## src/rtl/fetch_unit_pkg.sv

```systemverilog
// Shared types and constants for the RV32I instruction-fetch stage.
package fetch_unit_pkg;

    localparam int XLEN = 32;
    localparam logic [XLEN-1:0] NOP_INSN = 32'h0000_0013;  // addi x0, x0, 0

    typedef struct packed {
        logic [XLEN-1:0] pc;
        logic [XLEN-1:0] insn;
    } fifo_entry_t;

endpackage

```

## src/rtl/fetch_fifo.sv

```systemverilog
// Instruction buffer: DEPTH x {pc, insn}, combinational head, flush empties it.
module fetch_fifo
    import fetch_unit_pkg::*;
#(
    parameter int  DEPTH = 2,
    localparam int AW    = $clog2(DEPTH),
    localparam int CW    = $clog2(DEPTH + 1)
) (
    input  logic            clk,
    input  logic            rst_n,
    input  logic            push,
    input  fifo_entry_t     push_data,
    input  logic            pop,
    input  logic            flush,
    output logic [CW-1:0]   count,
    output fifo_entry_t     head,
    output logic [XLEN-1:0] last_pc
);

    fifo_entry_t   mem [DEPTH];
    logic [AW-1:0] rd_ptr;
    logic [AW-1:0] wr_ptr;

    // NOTE: sequential state uses non-blocking assignments so every register samples pre-edge values.
    always_ff @(posedge clk or negedge rst_n) begin
        if (!rst_n) begin
            rd_ptr <= '0;
            wr_ptr <= '0;
            count  <= '0;
            // NOTE: the storage is reset (it is tiny) so the empty-buffer ir_pc reads 0 after reset.
            for (int i = 0; i < DEPTH; i++) mem[i] <= '0;
        end else if (flush) begin
            wr_ptr <= rd_ptr;
            count  <= '0;
        end else begin
            if (push) begin
                mem[wr_ptr] <= push_data;
                wr_ptr      <= wr_ptr + AW'(1);
            end
            if (pop) rd_ptr <= rd_ptr + AW'(1);
            count <= count + CW'(push) - CW'(pop);
        end
    end

    assign head    = mem[rd_ptr];
    assign last_pc = mem[rd_ptr - AW'(1)].pc;

endmodule

```

## src/rtl/fetch_unit.sv

```systemverilog
// RV32I fetch stage: PC, credit-based issue to a 1-cycle imem, redirect flush.
module fetch_unit
    import fetch_unit_pkg::*;
#(
    parameter logic [31:0] RESET_PC   = 32'h0000_0000,
    parameter int          FIFO_DEPTH = 2
) (
    input  logic        clk,
    input  logic        rst_n,
    output logic        imem_req,
    output logic [31:0] imem_addr,
    input  logic [31:0] imem_rdata,
    input  logic        redirect_valid,
    input  logic [31:0] redirect_pc,
    output logic        ir_valid,
    input  logic        ir_ready,
    output logic [31:0] ir,
    output logic [31:0] ir_pc
);

    localparam int CW = $clog2(FIFO_DEPTH + 1);
    localparam int PW = CW + 1;

    logic [XLEN-1:0] pc_q;
    logic [XLEN-1:0] addr_q;
    logic            inflight_q;
    logic [CW-1:0]   count;
    fifo_entry_t     head;
    logic [XLEN-1:0] last_pc;
    logic [PW-1:0]   pending;
    logic            pop;
    logic            push;
    logic            credit;
    logic            unused_ok;

    assign pop     = ir_valid & ir_ready;
    assign pending = PW'(count) + PW'(inflight_q) - PW'(pop);
    assign credit  = pending < PW'(FIFO_DEPTH);

    // NOTE: rst_n gates the request combinationally so imem_req reads 0 for the whole reset.
    assign imem_req  = rst_n & (redirect_valid | credit);
    assign imem_addr = redirect_valid ? {redirect_pc[31:2], 2'b00} : pc_q;

    // A response landing in a redirect cycle belongs to the old stream: the flush
    // drops it, so the redirected request's own response is never discarded.
    assign push = inflight_q & ~redirect_valid;

    always_ff @(posedge clk or negedge rst_n) begin
        if (!rst_n) begin
            pc_q       <= RESET_PC;
            addr_q     <= '0;
            inflight_q <= 1'b0;
        end else begin
            inflight_q <= imem_req;
            if (imem_req) begin
                pc_q   <= imem_addr + XLEN'(4);
                addr_q <= imem_addr;
            end
        end
    end

    fetch_fifo #(
        .DEPTH (FIFO_DEPTH)
    ) u_fifo (
        .clk       (clk),
        .rst_n     (rst_n),
        .push      (push),
        .push_data ('{pc: addr_q, insn: imem_rdata}),
        .pop       (pop),
        .flush     (redirect_valid),
        .count     (count),
        .head      (head),
        .last_pc   (last_pc)
    );

    assign ir_valid = (count != '0) & ~redirect_valid;
    assign ir       = (count != '0) ? head.insn : NOP_INSN;
    assign ir_pc    = (count != '0) ? head.pc : last_pc;

    assign unused_ok = &{1'b0, redirect_pc[1:0]};

endmodule

```

## config.mk

```make
export PLATFORM = sky130hd
export DESIGN_NAME = fetch_unit
export DESIGN_NICKNAME = d
export VERILOG_FILES = /design/src/rtl/fetch_unit_pkg.sv /design/src/rtl/fetch_fifo.sv /design/src/rtl/fetch_unit.sv
export SDC_FILE = /design/constraint.sdc
export NUM_CORES = 1
export LEC_CHECK = 0
export BUFFER_PORTS_ARGS = -buffer_cell sky130_fd_sc_hd__buf_4
export CAP_MARGIN = 10
export CORE_ASPECT_RATIO = 1.4
export CORE_UTILIZATION = 50
export CTS_CLUSTER_SIZE = 25
export DETAILED_ROUTE_END_ITERATION = 10
export PLACE_DENSITY = 0.72
export SLEW_MARGIN = 10
export SYNTH_ARGS = -nofsm -noshare
export SYNTH_HDL_FRONTEND = slang
export SYNTH_HIERARCHICAL = 1
export SYNTH_SLANG_ARGS = --single-unit
```

## constraint.sdc

```tcl
create_clock -name clk -period 15.25 [get_ports clk]
set_input_delay 4.575 -clock clk [delete_from_list [all_inputs] [get_ports clk]]
set_output_delay 4.575 -clock clk [all_outputs]
set_load 0.01 [all_outputs]
```

======== After elaboration in Yosys (flattened, before gate mapping) ========
Index checks and enable logic that the tools add are counted.
word-level totals
  register bits after elaboration ......... 197
  input port bits ......................... 68
  output and inout port bits .............. 98
  logic and storage cells ................. 52
cells by class
  $add $sub $neg .......................... 8
  $lt $le $gt $ge ......................... 5
  mux-type cells .......................... 15
  bitwise gates (word level) .............. 9
  reduce and logical (&&, ||, !) cells .... 5
operator list
  operator                 count
  $mux W64                 7
  $bwmux W128              1
  $mux W32                 3
  $demux W64 S1            1
  $add A32 B3 Y32 const B  1
  $ge A2 B2 Y1 const B     3
  $not A1 Y2               3
  $and A1 B1 Y1            4
  $reduce_and A2 Y1        2
  $reduce_bool A2 Y1       2
  $add A2 B1 Y3            1
  $lt A3 B2 Y1 const B     1
  $sub A3 B1 Y3            1
  $add A1 B1 Y1 const B    2
  $add A2 B1 Y2            1
  $lt A2 B1 Y1 const B     1
  $mux W1                  2
  $mux W2                  1
  $sub A2 B1 Y2            1
  $logic_and A1 B1 Y1      1
  $not A1 Y1               1
  $or A1 B1 Y1             1
  $sub A1 B1 Y1 const B    1

======== Depth between registers and ports, before layout ========
Gate-level depths: netlist (run 1).
  depth after elaboration ................. 7
  depth in mapped cells ................... 18
  gate-level depth less buffers ........... 12

======== Cells and area by module ========
Netlist (run 1), hierarchy kept.
modules (own cells, without submodules)
  module      times used  cells an instance  area an instance (µm²)  sequential area each (µm²)
  fetch_fifo  1           395                6530.0                  3303.2
  fetch_unit  1           466                4242.8                  1576.5

======== Worst setup path before layout (run 1) ========
OpenSTA, ideal clock, no wires.
  kind .................................... input-to-output
  start ................................... input port redirect_valid
  end ..................................... output port imem_req
  arrival time ............................ 7542 ps
  required time ........................... 10675 ps
  setup slack ............................. 3133 ps
  cell stages on the path ................. 16
  path buffers ............................ 7
  cells stage by stage .................... buf_6 > buf_6 > buf_6 > buf_2 > clkbuf_1 > nor2_1 > and2_1 > ha_1 > nor2b_1 > fa_1 > inv_1 > a21oi_1 > nand2b_1 > inv_1 > clkbuf_1 > buf_1
on the way
  cells in the longest elaborated chain, start to end .. 7
RTL lines
  what                         RTL line          RTL
  start, declared              fetch_unit.sv:13  input logic redirect_valid,
  $not A1 Y1 (no source line)  --
  $and A1 B1 Y1                fetch_unit.sv:76  assign ir_valid = (count != '0) & ~redirect_valid;
  named net ir_valid           fetch_unit.sv:15  output logic ir_valid,
  $and A1 B1 Y1                fetch_unit.sv:36  assign pop = ir_valid & ir_ready;
  named net pop                fetch_unit.sv:31  logic pop;
  $sub A3 B1 Y3                fetch_unit.sv:37  assign pending = PW'(count) + PW'(inflight_q) - PW'(pop);
  $lt A3 B2 Y1                 fetch_unit.sv:38  assign credit = pending < PW'(FIFO_DEPTH);
  $or A1 B1 Y1                 fetch_unit.sv:41  assign imem_req = rst_n & (redirect_valid | credit);
  $and A1 B1 Y1                fetch_unit.sv:41
  end, declared                fetch_unit.sv:10  output logic imem_req,
The timed path passes the listed nets, and every way through them passes these cells.

======== Final worst setup path (run 1) ========
  start ................................... input port redirect_valid
  end ..................................... output port imem_req
on the way
  cells in the longest elaborated chain, start to end .. 7
RTL lines
  what                         RTL line
  $not A1 Y1 (no source line)  --
  $and A1 B1 Y1                fetch_unit.sv:76
  $and A1 B1 Y1                fetch_unit.sv:36
  named net pop                fetch_unit.sv:31
  $sub A3 B1 Y3                fetch_unit.sv:37
  $lt A3 B2 Y1                 fetch_unit.sv:38
  $or A1 B1 Y1                 fetch_unit.sv:41
  $and A1 B1 Y1                fetch_unit.sv:41
The timed path passes the listed nets, and every way through them passes these cells.

==> results.json, run 1 <==
{
  "initial_core_util_pct": 51.0,
  "fin_cells": 1270,
  "vias": 7004,
  "slowest_delay_ns": 0.42,
  "worst_path_dominant_cell_family": "simple AND/OR/NAND/NOR gates",
  "areaGrowthSynthToFinish_pct": 16.3,
  "path_cells": "buf_4, nor2_1, and2_1, ha_1, nor2b_1, fa_1, inv_1, a21oi_1, nand2b_4, inv_1, buf_4, buf_4",
  "syn_area_per_cell_um2": 12.5,
  "routed_wl_um": 22200,
  "skew_ns": 0.00896,
  "drcViolationCount": 0,
  "path_max_fanout": 53,
  "synth_nets": 934,
  "core_area_um2": 21100,
  "die_h_um": 176,
  "slew_headroom_pct": 31.5,
  "dr.first_iter.drc_count": 320,
  "period_minus_slack_ns": 11.68,
  "grt_overflow": 0,
  "synthFlopType": "dfrtp_1",
  "cts_buffers": 17,
  "cts.repair.resized": 0,
  "peakVddDrop_uv": 99.9,
  "hpwl_um": 14600,
  "setup_viol": 0,
  "ys_types": 63,
  "cpMostUsedCell": "buf_4",
  "antenna_left": 0,
  "clock_sinks": 195,
  "utilization_pct": 59.3,
  "timing_worst_slew_pin_value_ns": 1.03,
  "synth-seq-cells": 195,
  "powerDensity_nw_per_um2": 207,
  "outcome": "complete, no violations",
  "clkTransAtPathRegs_ns": 0.07,
  "antenna_found_initial": 0,
  "rsz0062_at_grt": "false",
  "synthArstFlopShare_pct": 100,
  "p_leak_nw": 5.98,
  "grt_max_degree": 75,
  "cts_setup_buffers": 0,
  "drive_gt1_share_pct": 48.4,
  "wire_per_inst_um": 17.4,
  "cts_tree": "done",
  "holdCritPathClass": "register to register",
  "final_cell_mix": "mux2_2 (198), dfrtp_1 (194), buf_4 (172), nand2_1 (80), mux2_4 (70)",
  "die-area_um2": 22100,
  "worst-path-buf-inv": 5,
  "startpoint_type": "input port",
  "hold_viol_final": 0,
  "rows": 63,
  "routed_via_density": 5.51,
  "yosysSeqAreaShare_pct": 45.3,
  "grt_pass1_vias": 7081,
  "cts-htree-levels": 4,
  "final_net_count": 1072,
  "chipWidth_um": 126,
  "worst_ep_required_time_ns": 10.68,
  "ioPinCount": 166,
  "netlist.area_leader.share_pct": 45.3,
  "post-route-period-util_pct": 76.6,
  "max_cap_viol_count": 0,
  "cts_buffer_depth": 2,
  "yosys.area.top_type": "dfrtp_1",
  "arrival_ns": 7.11,
  "fin_tns_setup_ns": 0,
  "port_buffers": 163,
  "criticalPathCategory": "input port to output pin",
  "dp.cells": 1240,
  "synthCells": 861,
  "track_usage_pct": 20.9,
  "max_clock_freq_mhz": 85.6,
  "synthTopCellsByArea": "dfrtp_1 (45%), mux2_2 (21%), mux2_4 (9.8%)",
  "dp_slack_ns": 3.55,
  "setup_ws_ns": 3.57,
  "drv_slew": 0,
  "ctsRootBufferMaster": "clkbuf_16",
  "synth_edf_count": 0,
  "slowest_stage": "fa_1",
  "clk_latency_ns": 0.43,
  "grt_pass1_wl_um": 36700,
  "endpoint_kind": "output pin",
  "antenna_cells": 0,
  "routabilityCongestion": 0.850,
  "hold_buffers": 0,
  "dr.pass1.iters": 4,
  "yosysWarnings": 6,
  "mostFrequentLayoutCell": "mux2_2",
  "syn_area_um2": 10800
}
cell usage after synthesis, types with 5 or more instances:
cell type and number:
mux2_2 198, dfrtp_1 195, nand2_1 80, mux2_4 70, nor2b_1 34, o21ai_0 34
inv_1 25, nor2_1 16, clkbuf_1 14, mux2i_1 14, nand3_1 14, buf_2 13
buf_12 12, xnor2_1 12, o31ai_1 9, a21oi_1 8, buf_6 8, nand4_1 7
buf_1 5, nand4b_1 5, nor3_1 5, o211ai_1 5
layout make-up:
class | count | area, µm²
clock inverter | 8 | 103
fill | 1769 | 8590
sequential | 195 | 4880
tap | 260 | 325
timing repair buffer | 173 | 1310
inverter | 26 | 97.6
clock buffer | 22 | 484
multi-input combinational | 586 | 5340
per-layer routing:
metal	global-route usage (%)	up-vias	share of wire, %
met1	27.9	3515	46
li1	-	3332	-
met4	6.98	0	1.5
met5	0	-	0
met3	3.23	20	3.1
met2	34.8	137	50
flip-flops by register name (all words and copies together) (netlist names):
signal,flops
u_fifo/mem,128
pc_q,32
addr_q,30
u_fifo/count,2
inflight_q,1
u_fifo/rd_ptr,1
u_fifo/wr_ptr,1
path summary, 6_finish.rpt:
| check | from | endpoint | slack (ns) | depth (start not counted) |
|---|---|---|---|---|
| max | redirect_valid | imem_req | 3.57 | 12 |
| min | pc_q[23]$_DFFE_PN0P_ | pc_q[23]$_DFFE_PN0P_ | 0.47 | 2 |
| max reg2reg | u_fifo/count[1]$_DFF_PN0_ | pc_q[18]$_DFFE_PN0P_ | 11.92 | 12 |
| min reg2reg | pc_q[23]$_DFFE_PN0P_ | pc_q[23]$_DFFE_PN0P_ | 0.47 | 2 |
| max in group asynchronous | rst_n | u_fifo/mem[2]$_DFFE_PN0P_ | 9.73 | 2 |
| min in group asynchronous | rst_n | pc_q[8]$_DFFE_PN0P_ | 4.15 | 1 |
tightest hold or removal path: stages, from the launching register on:
cell,delay (ns)
dfrtp_1,0.34
nand2_1,0.05
nand3_1,0.05
per-stage QoR:
| stage | hold slack (ns) | power, mW | area (µm²) |
|---|---|---|---|
| 3_5_place_dp | 0.463 | 2.17 | 11900 |
| 5_1_grt | 0.506 | 2.77 | 12500 |
| 6_report | 0.474 | 2.60 | 12500 |
| 3_3_place_gp | 0.455 | 2.13 | 11900 |
| 2_1_floorplan | 0.445 | 1.76 | 10800 |
| 4_1_cts | 0.478 | 2.63 | 12500 |
where the power goes:
part	internal, mW	switching, mW
combinational	0.706	0.494
sequential	0.759	0.188
clock	0.257	0.191
logic make-up (layout without fill, tap and decap cells):
logic type | after synthesis | in the layout | synth area share, %
and+or+nand+nor | 201 | 201 | 10.3
adders and majority gates | 5 | 5 | 0.650
AOI/OAI and AO/OA | 79 | 79 | 4.83
DFF | 195 | 195 | 45.3
xor gates and xnor gates | 17 | 17 | 1.51
buffers and inverters | 80 | 229 | 5.38
muxes | 284 | 284 | 32.0
No activity file was read; power rests on OpenSTA's default activity.
==> run 2: changes to the inputs <==
Settings changed: ABC_AREA set to 1, PLACE_DENSITY 0.72 to 0.74.
Clock period 15.25 ns to 9.6 ns, I/O delays scaled along.
==> results.json, run 2 <==
{
  "cts-htree-levels": 4,
  "ioPinCount": 166,
  "dpl_cell_area_um2": 12300,
  "grt_max_degree": 98,
  "max_clock_freq_mhz": 127,
  "synthFlopType": "dfrtp_1",
  "holdCritPathClass": "register to register",
  "cts_tree": "done",
  "worst_ep_required_time_ns": 6.72,
  "dp.cells": 1879,
  "synth-seq-cells": 195,
  "grt_overflow": 0,
  "pwr-share-clk_pct": 18.0,
  "cts_setup_buffers": 0,
  "netlist.area_leader.share_pct": 43.4,
  "drcViolationCount": 0,
  "multi_input_area_um2": 5130,
  "rsz0062_at_grt": "false",
  "routed_wl_um": 25000,
  "drive_gt1_share_pct": 24.3,
  "cts_buffer_depth": 2,
  "track_usage_pct": 22.8,
  "peakVddDrop_uv": 160,
  "pwr-share-seq_pct": 33.6,
  "mostFrequentLayoutCell": "nand2_1",
  "startpoint_type": "input port",
  "seq_area_um2": 4880,
  "antenna_found_initial": 0,
  "powerDensity_nw_per_um2": 324,
  "port_buffers": 163,
  "p_sw_mw": 1.78,
  "clk_latency_ns": 0.43,
  "routed_via_density": 4.91,
  "dr.pass1.iters": 5,
  "hpwl_um": 16600,
  "synthTopCellsByArea": "dfrtp_1 (43%), nand2_1 (19%), o21ai_2 (8.6%)",
  "path_max_fanout": 41,
  "dr.first_iter.drc_count": 610,
  "yosysWarnings": 6,
  "syn_area_um2": 11200,
  "post-route-period-util_pct": 82.1,
  "initial_core_util_pct": 51.2,
  "wire_per_inst_um": 13.1,
  "period_minus_slack_ns": 7.88,
  "cts_buffers": 17,
  "skew_ns": 0.0128,
  "slowest_delay_ns": 0.44,
  "slowest_stage": "nor3b_1",
  "setup_ws_ns": 1.72,
  "ctsRootBufferMaster": "clkbuf_16",
  "areaGrowthSynthToFinish_pct": 15.3,
  "cts.repair.resized": 0,
  "synth_nets": 1561,
  "grt_pass1_wl_um": 41300,
  "drv_slew": 0,
  "synth_most_common_cell": "nand2_1",
  "comb_power_share_pct": 48.4,
  "vias": 9387,
  "clock_sinks": 195,
  "chipWidth_um": 129,
  "die-area_um2": 23100,
  "fin_tns_setup_ns": 0,
  "ys_types": 36,
  "antenna_cells": 0,
  "p_leak_nw": 6.74,
  "holdWs_ns": 0.481,
  "final_net_count": 1674,
  "max_cap_viol_count": 0,
  "slew_headroom_pct": 23.8,
  "synth_commonest_cells": "nand2_1 (569), dfrtp_1 (195), inv_1 (167)",
  "antenna_left": 0,
  "path_cells": "buf_4, nor3b_1, ha_1, nor2_1, fa_1, nor2_1, nand2_1, nand2_2, buf_4",
  "routabilityCongestion": 0.929,
  "netSwitchingFraction_pct": 42.3,
  "endpoint_kind": "output pin",
  "core_area_um2": 21900,
  "yosys.area.top_type": "dfrtp_1",
  "fin_cells": 1911,
  "timing_worst_slew_pin_value_ns": 1.14,
  "setup_viol": 0,
  "clkTransAtPathRegs_ns": 0.06,
  "arrival_ns": 5.00,
  "utilization_pct": 59.1,
  "p_int_mw": 2.42,
  "n_fill_cell": 2105,
  "synthArstFlopShare_pct": 100,
  "reg_top3": "u_fifo/mem (128), pc_q (32), addr_q (30)",
  "synth_edf_count": 0,
  "grt_pass1_vias": 8686,
  "hold_viol_final": 0,
  "dp_slack_ns": 1.71,
  "largest_reg_flops": 128,
  "power_mw": 4.20,
  "final_cell_mix": "nand2_1 (569), dfrtp_1 (194), buf_4 (171), inv_1 (167), o21ai_2 (110)",
  "outcome": "complete, no violations",
  "regMostFlops": "u_fifo/mem",
  "die_h_um": 179,
  "final_area_um2": 13000,
  "hold_buffers": 0,
  "rows": 64,
  "syn_area_per_cell_um2": 7.55,
  "criticalPathCategory": "input port to output pin",
  "yosysSeqAreaShare_pct": 43.4,
  "synthCells": 1488
}
run 2: cell count changes after synthesis, moves of 34 or more:
cell     delta
nor2_1     +94
nand2_1   +489
inv_1     +142
o21ai_2   +109
nor2b_1    -34
mux2_2    -198
o21ai_0    +56
nand3_1    +40
mux2_4     -70
run 2: layout make-up:
type	instances	share of cell area, %
multi-input combinational	1043	39.6
sequential	195	37.7
timing repair buffer	172	10.0
inverter	172	4.98
clock buffer	23	3.77
tap	297	2.87
clock inverter	9	1.09
run 2: worst paths after layout:
kind,from,end,slack [ns],cells past startpoint
worst max-delay path,redirect_valid,imem_req,1.72,9
worst min-delay path,u_fifo/mem[0]$_DFFE_PN0P_,u_fifo/mem[0]$_DFFE_PN0P_,0.48,2
worst max register to register,u_fifo/count[1]$_DFF_PN0_,pc_q[22]$_DFFE_PN0P_,5.88,14
worst min register to register,u_fifo/mem[0]$_DFFE_PN0P_,u_fifo/mem[0]$_DFFE_PN0P_,0.48,2
max in group asynchronous,rst_n,u_fifo/mem[72]$_DFFE_PN0P_,5.88,2
min in group asynchronous,rst_n,pc_q[3]$_DFFE_PN0P_,2.46,1
run 2: cell families (layout without fill, tap and decap cells):
logic type / after synthesis / count (layout) / share of synthesized area (%)
flops: 195 / 195 / 43.4
buf+inv: 250 / 376 / 11.0
xor+xnor: 2 / 2 / 0.156
fa+ha+maj: 5 / 5 / 0.624
simple gates: 810 / 810 / 30.8
compound gates: 226 / 226 / 13.9
run 2: critical path: cells and delay by family:
| family | cells | cell delay, ns |
|---|---|---|
| simple gates | 5 | 0.89 |
| fa+ha+maj | 2 | 0.75 |
| buf+inv | 2 | 0.44 |
run 2: per-layer routing:
metal | vias to the layer above | global-route usage, % | wire length, µm
li1 | 4803 | - | -
met1 | 4335 | 27.7 | 10600
met2 | 221 | 40.1 | 12600
met3 | 28 | 4.28 | 1210
met4 | 0 | 8.14 | 542
met5 | - | 0 | 0
run 2: power groups by stage:
stage	Sequential [mW]	Combinational, mW	Clock [mW]
finish	1.41	2.03	0.754
floorplan	1.37	1.46	0
CTS	1.41	2.06	0.772
global route	1.46	2.31	0.805
detailed placement	1.42	2.05	0
global placement	1.41	2.01	0
==> run 3: changes to the inputs <==
Settings changed: ABC_AREA 1 to 0.
Clock period 9.6 ns to 6.4 ns, I/O delays scaled along.
==> results.json, run 3 (synthesis gave the netlist of run 1 again) <==
{
  "wire_per_inst_um": 17.7,
  "worst_path_dominant_cell_family": "adder cells",
  "final_net_count": 1075,
  "reg2regPathDepth": 12,
  "peakVddDrop_uv": 312,
  "cts_tree": "done",
  "fin_tns_setup_ns": 0,
  "worst-path-buf-inv": 4,
  "drv_slew": 0,
  "track_usage_pct": 21.1,
  "hold_buffers": 0,
  "rows": 63,
  "power_mw": 6.22,
  "clk_latency_ns": 0.43,
  "slew_headroom_pct": 38.6,
  "holdCritPathClass": "register to register",
  "path_max_fanout": 3,
  "antenna_cells": 0,
  "endpoint_kind": "output pin",
  "slowest_delay_ns": 0.42,
  "worst_ep_required_time_ns": 4.48,
  "cts_buffers": 17,
  "rsz0062_at_grt": "false",
  "areaGrowthSynthToFinish_pct": 16.6,
  "antenna_left": 0,
  "p_leak_nw": 6.00,
  "hpwl_um": 14900,
  "timing_worst_slew_pin_value_ns": 0.921,
  "min_path_cells": 2,
  "die_h_um": 176,
  "grt_pass1_wl_um": 36700,
  "vias": 6968,
  "port_buffers": 163,
  "grt_max_degree": 105,
  "drcViolationCount": 0,
  "mostFrequentLayoutCell": "mux2_2",
  "path_cells": "buf_4, nor2_2, and2_1, ha_1, nor2b_1, fa_1, inv_1, a21oi_1, nand2b_4, inv_1, buf_4",
  "cts-htree-levels": 4,
  "routed_via_density": 5.47,
  "routed_wl_um": 22500,
  "regMostFlops": "u_fifo/mem",
  "antenna_found_initial": 0,
  "grt_pass1_vias": 7187,
  "dr.pass1.iters": 5,
  "cp.depth": 11,
  "largest_reg_flops": 128,
  "skew_ns": 0.00737,
  "routabilityCongestion": 0.845,
  "grt_overflow": 0,
  "max_clock_freq_mhz": 176,
  "cts_setup_buffers": 0,
  "hold_viol_final": 0,
  "ioPinCount": 166,
  "setup_viol": 0,
  "post-route-period-util_pct": 88.8,
  "clkTransAtPathRegs_ns": 0.07,
  "dr.first_iter.drc_count": 362,
  "slowest_stage": "fa_1",
  "arrival_ns": 3.76,
  "drive_gt1_share_pct": 48.7,
  "powerDensity_nw_per_um2": 495,
  "ctsRootBufferMaster": "clkbuf_16",
  "criticalPathCategory": "input port to output pin",
  "die-area_um2": 22100,
  "cts.repair.resized": 0,
  "period_minus_slack_ns": 5.68,
  "clock_sinks": 195,
  "final_cell_mix": "mux2_2 (198), dfrtp_1 (194), buf_4 (175), nand2_1 (80), mux2_4 (70)",
  "max_cap_viol_count": 0,
  "reg_top3": "u_fifo/mem (128), pc_q (32), addr_q (30)",
  "outcome": "complete, no violations",
  "startpoint_type": "input port",
  "chipWidth_um": 126,
  "core_area_um2": 21100,
  "initial_core_util_pct": 51.0,
  "cts_buffer_depth": 2
}
run 3: changes by cell type in the layout (fill, tap and decap cells not counted), moves of 70 or more:
cell / previous run / this run
inv_1: 167 / 25
mux2_2: 0 / 198
mux2_4: 0 / 70
nand2_1: 569 / 80
nor2_1: 109 / 14
o21ai_2: 110 / 1
run 3: layer usage:
| layer | track usage (%) | up-vias | wire [µm] |
|---|---|---|---|
| met3 | 3.23 | 26 | 605 |
| met5 | 0 | - | 0 |
| li1 | - | 3321 | - |
| met4 | 7.18 | 0 | 411 |
| met2 | 36.1 | 132 | 11400 |
| met1 | 27.3 | 3489 | 10100 |
run 3: final timing paths:
kind | from | end | slack [ns]
max in group asynchronous | rst_n | u_fifo/mem[86]$_DFFE_PN0P_ | 3.62
hold reg to reg | pc_q[3]$_DFFE_PN0P_ | pc_q[3]$_DFFE_PN0P_ | 0.48
setup reg to reg | u_fifo/count[0]$_DFF_PN0_ | pc_q[25]$_DFFE_PN0P_ | 3.10
setup / recovery | redirect_valid | imem_req | 0.72
hold / removal | pc_q[3]$_DFFE_PN0P_ | pc_q[3]$_DFFE_PN0P_ | 0.48
min in group asynchronous | rst_n | pc_q[7]$_DFFE_PN0P_ | 1.46
run 3: power by group:
group	switching [mW]	internal, mW	leakage, nW
registers	0.436	1.81	2.42
logic	1.21	1.69	3.30
clock network	0.480	0.594	0.284
total	2.12	4.09	6.00
run 3: per-stage QoR:
stage | utilization, % | instances | cell area [µm²] | setup slack [ns] | hold slack, ns
2_1_floorplan | - | 861 | 10800 | 0.00306 | 0.445
3_3_place_gp | 56.7 | 1243 | 12000 | 0.722 | 0.457
3_5_place_dp | 56.7 | 1243 | 12000 | 0.729 | 0.470
4_1_cts | 59.5 | 1274 | 12600 | 0.702 | 0.488
5_1_grt | 59.5 | 1274 | 12600 | 0.606 | 0.513
6_report | 59.5 | 1274 | 12600 | 0.717 | 0.480
run 3: area by class of cell:
cell class | count | area, µm²
inverter | 26 | 97.6
clock inverter | 12 | 146
sequential | 195 | 4880
fill | 1735 | 8560
multi-input combinational | 586 | 5340
clock buffer | 19 | 443
timing repair buffer | 176 | 1330
tap | 260 | 325
run 3: tightest hold or removal path, delay by kind of cell, from the launching register on:
kind             cells  cell delay, ns
flip-flops           1            0.34
AND/OR/NAND/NOR      2            0.11
